### src/rtl/lfsr_tpg_pkg.sv
// Shared types and the LFSR successor function for lfsr_tpg.
package lfsr_tpg_pkg;

  typedef enum logic [1:0] {
    IDLE,
    RUN,
    DONE
  } tpg_state_e;

  // Operates on a 32-bit container; width selects how many low bits are live.
  function automatic logic [31:0] lfsr_next(input logic [31:0] state,
                                            input logic [31:0] taps,
                                            input logic        galois,
                                            input int unsigned width = 32);
    logic [31:0] mask;
    logic [31:0] nxt;
    logic        fb;
    mask = (width >= 32) ? '1 : ((32'd1 << width) - 32'd1);
    fb   = 1'b0;
    if (galois) begin
      nxt = ((state & mask) >> 1) ^ (state[0] ? (taps & mask) : '0);
    end else begin
      fb  = ^(state & taps & mask);
      nxt = (state << 1) | {31'd0, fb};
    end
    return nxt & mask;
  endfunction

endpackage

### src/rtl/lfsr_tpg_if.sv
// Pattern generator bus: controller drives en/start/ld/seed_in, generator drives q/valid/done/lockup.
interface lfsr_tpg_if #(
  parameter int unsigned WIDTH = 8
);
  logic             en;
  logic             start;
  logic             ld;
  logic [WIDTH-1:0] seed_in;
  logic [WIDTH-1:0] q;
  logic             valid;
  logic             done;
  logic             lockup;

  modport master (
    output en, start, ld, seed_in,
    input  q, valid, done, lockup
  );

  modport slave (
    input  en, start, ld, seed_in,
    output q, valid, done, lockup
  );
endinterface

### src/rtl/lfsr_tpg_core.sv
// LFSR state register with seed load and all-zero lockup recovery.
// Ports: clk, set (async active-low reset), step, ld, seed_in -> q, lockup.
module lfsr_core
  import lfsr_tpg_pkg::*;
#(
  parameter int unsigned      WIDTH        = 8,
  parameter logic [WIDTH-1:0] TAPS         = WIDTH'(8'hB8),
  parameter bit               GALOIS       = 1'b0,
  parameter logic [WIDTH-1:0] DEFAULT_SEED = '1
) (
  input  logic             clk,
  input  logic             set,
  input  logic             step,
  input  logic             ld,
  input  logic [WIDTH-1:0] seed_in,
  output logic [WIDTH-1:0] q,
  output logic             lockup
);

  logic [WIDTH-1:0] state;
  logic [WIDTH-1:0] cand;
  logic             upd;

  always_comb begin
    cand = state;
    upd  = 1'b0;
    if (ld) begin
      cand = seed_in;
      upd  = 1'b1;
    end else if (step) begin
      cand = WIDTH'(lfsr_next(32'(state), 32'(TAPS), GALOIS, WIDTH));
      upd  = 1'b1;
    end
  end

  // Zero is absorbing for both forms, so any update that would land there reseeds instead.
  always_ff @(posedge clk or negedge set) begin
    if (!set) begin
      state  <= DEFAULT_SEED;
      lockup <= 1'b0;
    end else begin
      lockup <= 1'b0;
      if (upd) begin
        if (cand == '0) begin
          state  <= DEFAULT_SEED;
          lockup <= 1'b1;
        end else begin
          state <= cand;
        end
      end
    end
  end

  assign q = state;

endmodule

### src/rtl/lfsr_tpg.sv
// Test pattern generator: run FSM and pattern counter around lfsr_core.
// Ports: clk, set (async active-low reset), bus (lfsr_tpg_if slave).
module lfsr_tpg
  import lfsr_tpg_pkg::*;
#(
  parameter int unsigned      WIDTH        = 8,
  parameter logic [WIDTH-1:0] TAPS         = WIDTH'(8'hB8),
  parameter bit               GALOIS       = 1'b0,
  parameter logic [WIDTH-1:0] DEFAULT_SEED = '1,
  parameter int unsigned      NUM_PATTERNS = 255
) (
  input  logic        clk,
  input  logic        set,
  lfsr_tpg_if.slave   bus
);

  localparam int unsigned    CW   = $clog2(NUM_PATTERNS + 1);
  localparam logic [CW-1:0]  LAST = CW'(NUM_PATTERNS - 1);

  tpg_state_e       st;
  tpg_state_e       st_nxt;
  logic [CW-1:0]    count;
  logic [CW-1:0]    count_nxt;
  logic             step;
  logic [WIDTH-1:0] q;
  logic             lockup;

  always_ff @(posedge clk or negedge set) begin
    if (!set) begin
      st    <= IDLE;
      count <= '0;
    end else begin
      st    <= st_nxt;
      count <= count_nxt;
    end
  end

  // ld outranks start, start outranks stepping; start never advances the state.
  always_comb begin
    st_nxt    = st;
    count_nxt = count;
    step      = 1'b0;
    if (bus.ld) begin
      st_nxt    = IDLE;
      count_nxt = '0;
    end else if (bus.start) begin
      st_nxt    = RUN;
      count_nxt = '0;
    end else if ((st == RUN) && bus.en) begin
      step = 1'b1;
      if (count == LAST) begin
        st_nxt = DONE;
      end else begin
        count_nxt = count + 1'b1;
      end
    end
  end

  lfsr_core #(
    .WIDTH        (WIDTH),
    .TAPS         (TAPS),
    .GALOIS       (GALOIS),
    .DEFAULT_SEED (DEFAULT_SEED)
  ) u_core (
    .clk     (clk),
    .set     (set),
    .step    (step),
    .ld      (bus.ld),
    .seed_in (bus.seed_in),
    .q       (q),
    .lockup  (lockup)
  );

  assign bus.q      = q;
  assign bus.valid  = (st == RUN);
  assign bus.done   = (st == DONE);
  assign bus.lockup = lockup;

endmodule

### src/flat_wrapper.sv
// flat-port wrapper written by rule: the top's interface ports become plain ports
module lfsr_tpg_flat import lfsr_tpg_pkg::*;
#(
  parameter int unsigned      WIDTH        = 8,
  parameter logic [WIDTH-1:0] TAPS         = WIDTH'(8'hB8),
  parameter bit               GALOIS       = 1'b0,
  parameter logic [WIDTH-1:0] DEFAULT_SEED = '1,
  parameter int unsigned      NUM_PATTERNS = 255
)
  (clk, set, bus_en, bus_start, bus_ld, bus_seed_in, bus_q, bus_valid, bus_done, bus_lockup);
  lfsr_tpg_if #(.WIDTH(WIDTH)) bus_i ();
  input  logic clk;
  input  logic set;
  input wire logic [$bits(bus_i.en)-1:0] bus_en;
  input wire logic [$bits(bus_i.start)-1:0] bus_start;
  input wire logic [$bits(bus_i.ld)-1:0] bus_ld;
  input wire logic [$bits(bus_i.seed_in)-1:0] bus_seed_in;
  output wire logic [$bits(bus_i.q)-1:0] bus_q;
  output wire logic [$bits(bus_i.valid)-1:0] bus_valid;
  output wire logic [$bits(bus_i.done)-1:0] bus_done;
  output wire logic [$bits(bus_i.lockup)-1:0] bus_lockup;
  assign bus_i.en = bus_en;
  assign bus_i.start = bus_start;
  assign bus_i.ld = bus_ld;
  assign bus_i.seed_in = bus_seed_in;
  assign bus_q = bus_i.q;
  assign bus_valid = bus_i.valid;
  assign bus_done = bus_i.done;
  assign bus_lockup = bus_i.lockup;
  lfsr_tpg #(.WIDTH(WIDTH), .TAPS(TAPS), .GALOIS(GALOIS), .DEFAULT_SEED(DEFAULT_SEED), .NUM_PATTERNS(NUM_PATTERNS)) u_core (.clk(clk), .set(set), .bus(bus_i));
endmodule
### config.mk
export PLATFORM = sky130hd
export DESIGN_NAME = lfsr_tpg_flat
export DESIGN_NICKNAME = d
export VERILOG_FILES = /design/src/rtl/lfsr_tpg_pkg.sv /design/src/rtl/lfsr_tpg_if.sv /design/src/rtl/lfsr_tpg_core.sv /design/src/rtl/lfsr_tpg.sv /design/src/flat_wrapper.sv
export SDC_FILE = /design/constraint.sdc
export NUM_CORES = 1
export LEC_CHECK = 0
export CAP_MARGIN = 30
export CORE_MARGIN = 8
export CORE_UTILIZATION = 30
export DETAILED_ROUTE_END_ITERATION = 6
export HOLD_SLACK_MARGIN = 0.15
export MAX_ROUTING_LAYER = met4
export REMOVE_ABC_BUFFERS = 1
export SYNTH_ARGS = -nofsm -noshare
export SYNTH_HDL_FRONTEND = slang
export SYNTH_SLANG_ARGS = --single-unit
### constraint.sdc
create_clock -name clk -period 2.86 [get_ports clk]
set_input_delay 0.858 -clock clk [delete_from_list [all_inputs] [get_ports clk]]
set_output_delay 0.858 -clock clk [all_outputs]
set_load 0.01 [all_outputs]
* Word level (Yosys, flattened, before mapping)
Index checks and enable logic that the tools add are counted.
Word-level totals: bits in registers 19, bits of input ports 13, output and inout bits 11, logic and storage cells 35
Cells by class: $add $sub $neg 1, eq/ne operators 4, multiplexer cells 18, bitwise logic cells 1, reduce and logical (&&, ||, !) cells 7
Operator list (number):
- $mux 8 | 7
- $reduce_xor 32->1 | 1
- $add 8x1->8 const B | 1
- $eq 8x8->1 const B | 1
- $logic_not 8->1 | 1
- $mux 2 | 4
- $or 8x1->8 | 1
- $mux 1 | 7
- $reduce_bool 3->1 | 2
- $reduce_and 2->1 | 2
- $ne 3x3->1 const B | 1
- $eq 2x1->1 const B | 1
- $eq 2x2->1 const B | 1
- $logic_and 1x1->1 | 1

* Depth between registers and ports, before layout
Gate-level depths: netlist of the first run.
depth after elaboration 10, gate-level depth with buffers 7, depth with buffers taken out 7

* Hierarchy
A second synthesis of the first run with hierarchy kept.
Unflattened totals: cells, all modules 107, area total of the unflattened synthesis 1132.3 um2
By module, submodules not included:
- lfsr_tpg | instances 1, cells each 61, area an instance 618.1 um2, sequential area each 250.2 um2
- lfsr_core | instances 1, cells each 46, area an instance 514.2 um2, sequential area each 235.2 um2

* Least setup slack after synthesis of the first run
Ideal clock, no wire load.
path type input -> register, from input bus_start, to register u_core.u_core.state[0], in the netlist u_core.u_core.q[0], arrival time 1.824 ns, path slack 0.955 ns, stages 5, path buffers 0, path through and4bb_4 -> nor4_1 -> a211oi_1 -> nand4bb_1 -> nand2_1
On the way: longest elaborated chain between the ends 6
RTL lines:
- from (decl) | line flat_wrapper.sv:15 | input wire logic [$bits(bus_i.start)-1:0] bus_start;
- $mux 1 (*) | line lfsr_tpg.sv:46 | end else if (bus.start) begin
- $mux 1 (*) | line lfsr_tpg.sv:43 | if (bus.ld) begin
- $mux 8 | line lfsr_tpg_core.sv:30 | end else if (step) begin
- $mux 8 | line lfsr_tpg_core.sv:27 | if (ld) begin
- $logic_not 8->1 | line lfsr_tpg_core.sv:44 | if (cand == '0) begin
- $mux 8 | line lfsr_tpg_core.sv:44
- to (signal assigned) | line lfsr_tpg_core.sv:48 | state <= cand;
- to (decl) | line lfsr_tpg_core.sv:20 | logic [WIDTH-1:0] state;
Every way passes the cells marked *; elsewhere a longest branch is shown, timed or not. A chain may end at the register's enable or synchronous reset.

* Worst setup path in the final report of the first run
from input bus_en, to register u_core.u_core.state[0], in the netlist u_core.u_core.q[0]
On the way: longest elaborated chain between the ends 8
RTL lines:
- from (decl) | line flat_wrapper.sv:14 | input wire logic [$bits(bus_i.en)-1:0] bus_en;
- $logic_and 1x1->1 (*) | line lfsr_tpg.sv:49 | end else if ((st == RUN) && bus.en) begin
- $mux 1 (*) | line lfsr_tpg.sv:49
- $mux 1 (*) | line lfsr_tpg.sv:46
- $mux 1 (*) | line lfsr_tpg.sv:43
- $mux 8 | line lfsr_tpg_core.sv:30
- $mux 8 | line lfsr_tpg_core.sv:27
- $logic_not 8->1 | line lfsr_tpg_core.sv:44
- $mux 8 | line lfsr_tpg_core.sv:44
Marks and branches as above.

==> results of run 1 <==
Yosys cell counts, drive strengths merged, types with 3 or more instances:
| cell | n |
|---|---|
| a21oi | 6 |
| buf | 4 |
| dfrtp | 11 |
| dfstp | 8 |
| inv | 3 |
| mux2 | 4 |
| mux2i | 7 |
| nand2 | 12 |
| nand2b | 3 |
| nor2 | 15 |
| o21ai | 6 |
| xnor2 | 5 |
| xor2 | 4 |
cells in the final DEF (no fill, tap or decap), drive strengths merged, types with 4 or more instances in the layout:
master / count
mux2i: 7
clkdlybuf4s50: 23
mux2: 4
dfrtp: 11
xnor2: 5
o21ai: 6
nand2: 12
xor2: 4
nor2: 15
dfstp: 8
a21oi: 6
tightest hold or removal path, cell delays in order, from the launching register on:
cell     delay (ns)
dfrtp_1        0.39
xor2_1         0.08
nor2_1         0.07
per-layer routing:
metal,wire (um),global-route usage,up-vias
li1,-,-,476
met1,1230,0.114,463
met2,1310,0.160,31
met3,159,0.0403,4
met4,28,0.0167,0
met5,0,-,-
per-stage QoR:
stage / hold slack (ns) / setup slack, ns / utilization
after global placement: 0.543 / 0.289 / 0.390
after global routing: 0.614 / 0.342 / 0.403
after floorplan: 0.518 / 0.861 / -
final: 0.572 / 0.509 / 0.403
after detailed placement: 0.554 / 0.228 / 0.390
after CTS: 0.571 / 0.519 / 0.403
cells by family after synthesis:
kind of cell	after synthesis	share of synthesized area
AND/OR/NAND/NOR	50	0.232
buffers and inverters	7	0.0337
adder cells (fa/ha/maj)	2	0.0217
XOR/XNOR	9	0.0684
flip-flops	19	0.421
multiplexers	11	0.0999
AO/OA/AOI/OAI	21	0.123
area by class of cell:
type,instances,area [um2],share of cell area
Inverter,3,11.3,0.00758
Multi-Input combinational cell,93,628,0.423
Clock inverter,1,7.51,0.00505
Clock buffer,3,41.3,0.0278
Timing Repair Buffer,26,253,0.170
Sequential cell,19,485,0.327
Tap cell,48,60.1,0.0404
state kept, by name (all words and copies together) (netlist names):
register / cells
u_core.count: 8
u_core.u_core.q: 8
u_core.st: 2
u_core.u_core.lockup: 1
report_power, final:
group / switching, uW / leakage, uW / internal [uW]
Clock: 104 / 0.0000217 / 98.7
Sequential: 21.4 / 0.000236 / 294
Combinational: 64.9 / 0.000296 / 78.1
worst max-delay path by stage:
| stage | cells past startpoint | slack [ns] | endpoint |
|---|---|---|---|
| floorplan | 5 | 0.86 | u_core.u_core.q[0]$_DFFE_PN1N_ |
| finish | 6 | 0.51 | u_core.u_core.q[0]$_DFFE_PN1N_ |
| global route | 6 | 0.34 | u_core.u_core.q[3]$_DFFE_PN1N_ |
| CTS | 6 | 0.52 | u_core.u_core.q[3]$_DFFE_PN1N_ |
| global placement | 6 | 0.29 | u_core.u_core.q[0]$_DFFE_PN1N_ |
| detailed placement | 6 | 0.23 | u_core.u_core.q[2]$_DFFE_PN1N_ |
==> results.json, run 1 <==
{
  "vias_per_cell": 5.05,
  "status": "complete, no violations",
  "critical_path.max_fanout": 14,
  "antenna_cells": 0,
  "fp.dieH_um": 78.0,
  "fin_setup_tns_ns": 0,
  "startpoint": "bus_en",
  "critical_path_class": "input pin to flip-flop",
  "syn_inst": 119,
  "r2r_cells": 5,
  "cpMaxStageDelayCell": "clkdlybuf4s50_1",
  "io_buffers": 23,
  "fin_area_um2": 1490,
  "gp_congestion": 0.835,
  "synth.area.top_cells": "dfrtp_1, dfstp_2, mux2i_1",
  "cts_resized": 0,
  "grt_max_degree": 20,
  "rrSetupSlack_ns": 1.13,
  "drc": 0,
  "arrival_ns": 2.56,
  "rows": 22,
  "synth_top_cell_area_share": 0.239,
  "r2r-end": "u_core.u_core.q[0]$_DFFE_PN1N_",
  "cpPeakStageDelay_ns": 0.52,
  "r2r_start": "u_core.st[1]$_DFFE_PN0P_",
  "insertion_delay_ns": 0.27,
  "ys_types": 41,
  "hp-class": "flip-flop to flip-flop",
  "holdBufCountCts": 0,
  "synthArstFlopShare": 1.00,
  "num_vias": 974,
  "finalHoldViolCount": 0,
  "drive_gt1_frac": 0.172,
  "powerDensity_nw_per_um2": 445,
  "fillerInstances": 395,
  "syn-cell-area_um2": 1150,
  "peakVddDrop_mv": 0.232,
  "clk_path_buf_depth": 2,
  "grt_usage": 0.0987,
  "die_area_um2": 6080,
  "crit_family": "simple AND/OR/NAND/NOR gates",
  "grt_pass1_vias": 997,
  "drt-total-wl_um": 2720,
  "synth_ff_type": "dfrtp_1",
  "cp_cell_sequence": "clkdlybuf4s50_1, and4bb_4, nor4_1, a211oi_1, nand4bb_1, nand2_1",
  "max-slew-margin-rel": 0.725,
  "finalSetupViolCount": 0,
  "die_x_um": 78.0,
  "leakagePower_uw": 0.000553,
  "tritoncts": "done",
  "placed_cells": 189,
  "ys_seq_area_frac": 0.421,
  "p_total_uw": 661,
  "maxCapViolCount": 0,
  "min_period_ns": 2.35,
  "fmax_mhz": 425,
  "finalNonFillerCells": 193,
  "antenna_found_initial": 0,
  "crit_required_ns": 3.06,
  "ant_nets": 0,
  "endpoint_kind": "flip-flop",
  "drt-initial-drc-count": 45,
  "yosysWarnings": 0,
  "avgRoutedWirePerCell_um": 14.1,
  "htreeDepth": 1,
  "start_kind": "input pin",
  "syn_avg_cell_area_um2": 9.68,
  "fp.coreArea_um2": 3690,
  "hold_depth": 2,
  "grt_pass1_wl_um": 4730,
  "min_from": "u_core.count[6]$_DFFE_PN0P_",
  "path_buf_inv": 1,
  "whs_endpoint": "u_core.count[6]$_DFFE_PN0P_",
  "synth_edf_count": 0,
  "worst_pin_slew_ns": 0.410,
  "grt-ovfl-total": 0,
  "numCtsBuffers": 3,
  "synth_top_area_cell": "dfrtp_1",
  "skew_ns": 0.0103,
  "clkTransAtPathRegs_ns": 0.09,
  "clkSinkCount": 19,
  "first_pass_iters": 4,
  "dpl_cell_area_um2": 1440,
  "area.growth.synth_to_final_pct": 29.0,
  "cts_root_buf": "clkbuf_8",
  "ioPinCount": 24,
  "post-route-period-util": 0.822,
  "drv_slew": 0,
  "initial_utilization": 0.312,
  "rsz0062_at_grt": "no",
  "postCtsSetupBuffers": 0,
  "layout.nets": 161,
  "hpwl_um": 2080,
  "synth_seq_cells": 19
}
Power figures use the tool's default switching activity.
==> run 2, diff against run 1 <==
==> constraint.sdc (replaced) <==
create_clock -name clk -period 2.3 [get_ports clk]
set_input_delay 0.69 -clock clk [delete_from_list [all_inputs] [get_ports clk]]
set_output_delay 0.69 -clock clk [all_outputs]
set_load 0.01 [all_outputs]
==> run 2 against run 1 <==
Compared with the run above:
- cell area up 5.2%
- first-iteration DRC count decreased by 67%
- sequential power increased by 25%
- clock-buffer cell count unchanged
- sequential share of layout area decreased by 1.6 points
- die area is the same
- final cell count increased by 4.7%
- power rose by 24%
- worst hold slack better by 0.0070 ns
- utilization increased by 2.1 points
- critical path type is now flip-flop to output port
- largest cell class unchanged
- highest routed layer is now met3
==> results.json, run 2 (synthesis gave the netlist of run 1 again) <==
{
  "rows": 22,
  "cpMaxStageDelayCell": "dfstp_2",
  "io_buffers": 23,
  "wl_met3_um": 122,
  "final_cell_mix": "clkdlybuf4s50_1, nor2_1, nand2_1",
  "first_pass_iters": 4,
  "rsz0062_at_grt": "no",
  "drc": 0,
  "tritoncts": "done",
  "powerDensity_nw_per_um2": 525,
  "hold_depth": 2,
  "routed.top_layer": "met3",
  "worst_pin_slew_ns": 0.324,
  "drive_gt1_frac": 0.221,
  "die_area_um2": 6080,
  "fmax_mhz": 471,
  "drt-initial-drc-count": 15,
  "peakVddDrop_mv": 0.214,
  "max-slew-margin-rel": 0.783,
  "holdWs_ns": 0.579,
  "grt_pass1_vias": 1034,
  "start_kind": "flip-flop",
  "vias_per_cell": 4.91,
  "num_vias": 992,
  "htreeDepth": 1,
  "r2r_start": "u_core.st[1]$_DFFE_PN0P_",
  "layout.nets": 170,
  "finalSetupViolCount": 0,
  "min_period_ns": 2.12,
  "clk_path_buf_depth": 2,
  "endpoint_kind": "output port",
  "critical_path_class": "flip-flop to output port",
  "r2r_cells": 5,
  "skew_ns": 0.00308,
  "final_common_cell": "clkdlybuf4s50_1",
  "cts_root_buf": "clkbuf_8",
  "ioPinCount": 24,
  "numCtsBuffers": 3,
  "grt_pass1_wl_um": 4770,
  "min_from": "u_core.count[6]$_DFFE_PN0P_",
  "whs_endpoint": "u_core.count[6]$_DFFE_PN0P_",
  "placed_cells": 198,
  "antenna_cells": 0,
  "r2r-end": "u_core.u_core.q[3]$_DFFE_PN1N_",
  "leakagePower_uw": 0.000604,
  "grt-ovfl-total": 0,
  "avgRoutedWirePerCell_um": 14.1,
  "fin_setup_tns_ns": 0,
  "die_x_um": 78.0,
  "post-route-period-util": 0.923,
  "rrSetupSlack_ns": 0.64,
  "maxCapViolCount": 0,
  "area.growth.synth_to_final_pct": 35.7,
  "insertion_delay_ns": 0.26,
  "clkSinkCount": 19,
  "crit_required_ns": 1.61,
  "ant_nets": 0,
  "fp.dieH_um": 78.0,
  "initial_utilization": 0.312,
  "gp_congestion": 0.833,
  "hpwl_um": 2200,
  "holdBufCountCts": 0,
  "hp-class": "flip-flop to flip-flop",
  "cp_cell_sequence": "clkdlybuf4s50_1",
  "finalHoldViolCount": 0,
  "met1_length_um": 1380,
  "cpPeakStageDelay_ns": 0.61,
  "cts_resized": 0,
  "grt_usage": 0.0987,
  "critical_path.max_fanout": 6,
  "antenna_found_initial": 0,
  "path_buf_inv": 1,
  "drt-total-wl_um": 2850,
  "drv_slew": 0,
  "arrival_ns": 1.43,
  "routed-wl-met2_um": 1350,
  "status": "complete, no violations",
  "finalNonFillerCells": 202,
  "fp.coreArea_um2": 3690,
  "grt_max_degree": 20,
  "postCtsSetupBuffers": 0,
  "clkTransAtPathRegs_ns": 0.08,
  "crit_family": "flip-flops"
}
## run 2: changes by cell type in the layout (fill, tap and decap cells not counted), sizes merged
cell	delta
buf	+9
clkinv	+1
clkinvlp	-1
## run 2: final cells by class
| type | count | area (um2) |
|---|---|---|
| clock inverters | 1 | 5.00 |
| multi-input cells | 93 | 628 |
| flip-flops and latches | 19 | 485 |
| well taps | 48 | 60.1 |
| clock buffers | 3 | 41.3 |
| inverters | 3 | 11.3 |
| repair buffers | 35 | 333 |
| fillers | 391 | 2120 |
## run 2: worst max-delay path by stage
stage / end / from / depth (start not counted)
final: bus_q[4] / u_core.u_core.q[4]$_DFFE_PN1N_ / 1
after detailed placement: u_core.u_core.q[3]$_DFFE_PN1N_ / bus_en / 6
after global routing: u_core.u_core.q[3]$_DFFE_PN1N_ / bus_en / 6
after CTS: bus_q[4] / u_core.u_core.q[4]$_DFFE_PN1N_ / 1
after floorplan: u_core.u_core.q[0]$_DFFE_PN1N_ / bus_start / 5
after global placement: u_core.u_core.lockup$_DFF_PN0_ / bus_ld / 6
## run 2: tightest hold or removal path: stages (launching register included)
cell and delay [ns]:
dfrtp_1 0.39, xor2_1 0.08, nor2_1 0.07
## run 2: power breakdown
group / internal (uW) / switching [uW]
sequential: 365 / 27.8
clock: 120 / 118
combinational: 107 / 83.1
## run 2: per-layer routing
| metal | GRT usage | vias up |
|---|---|---|
| met5 | - | - |
| met4 | 0.0241 | 0 |
| met3 | 0.0311 | 0 |
| met2 | 0.155 | 23 |
| met1 | 0.120 | 475 |
| li1 | - | 494 |
## run 2: through the flow
step,setup WS (ns),cell area (um2),util,power [uW]
floorplan,0.469,1120,-,480
global placement,-0.0369,1520,0.411,587
detailed placement,-0.0824,1520,0.411,590
CTS,0.170,1560,0.424,828
global route,0.0225,1560,0.424,861
finish,0.176,1560,0.424,821
==> run 3, diff against run 2 <==
==> constraint.sdc (replaced) <==
create_clock -name clk -period 2.3 [get_ports clk]
set_input_delay 0.69 -clock clk [delete_from_list [all_inputs] [get_ports clk]]
set_output_delay 0.69 -clock clk [all_outputs]
set_load 0.005 [all_outputs]
==> results of run 3 <==
Same layout as run 2 (identical final DEF). Status: complete, no violations.
Main changes from that run: setup slack after layout 0.176 ns -> 0.179 ns; start point of the critical path u_core.u_core.q[4]$_DFFE_PN1N_ -> bus_en; end point of the critical path bus_q[4] -> u_core.u_core.q[3]$_DFFE_PN1N_; total power 821 uW -> 814 uW
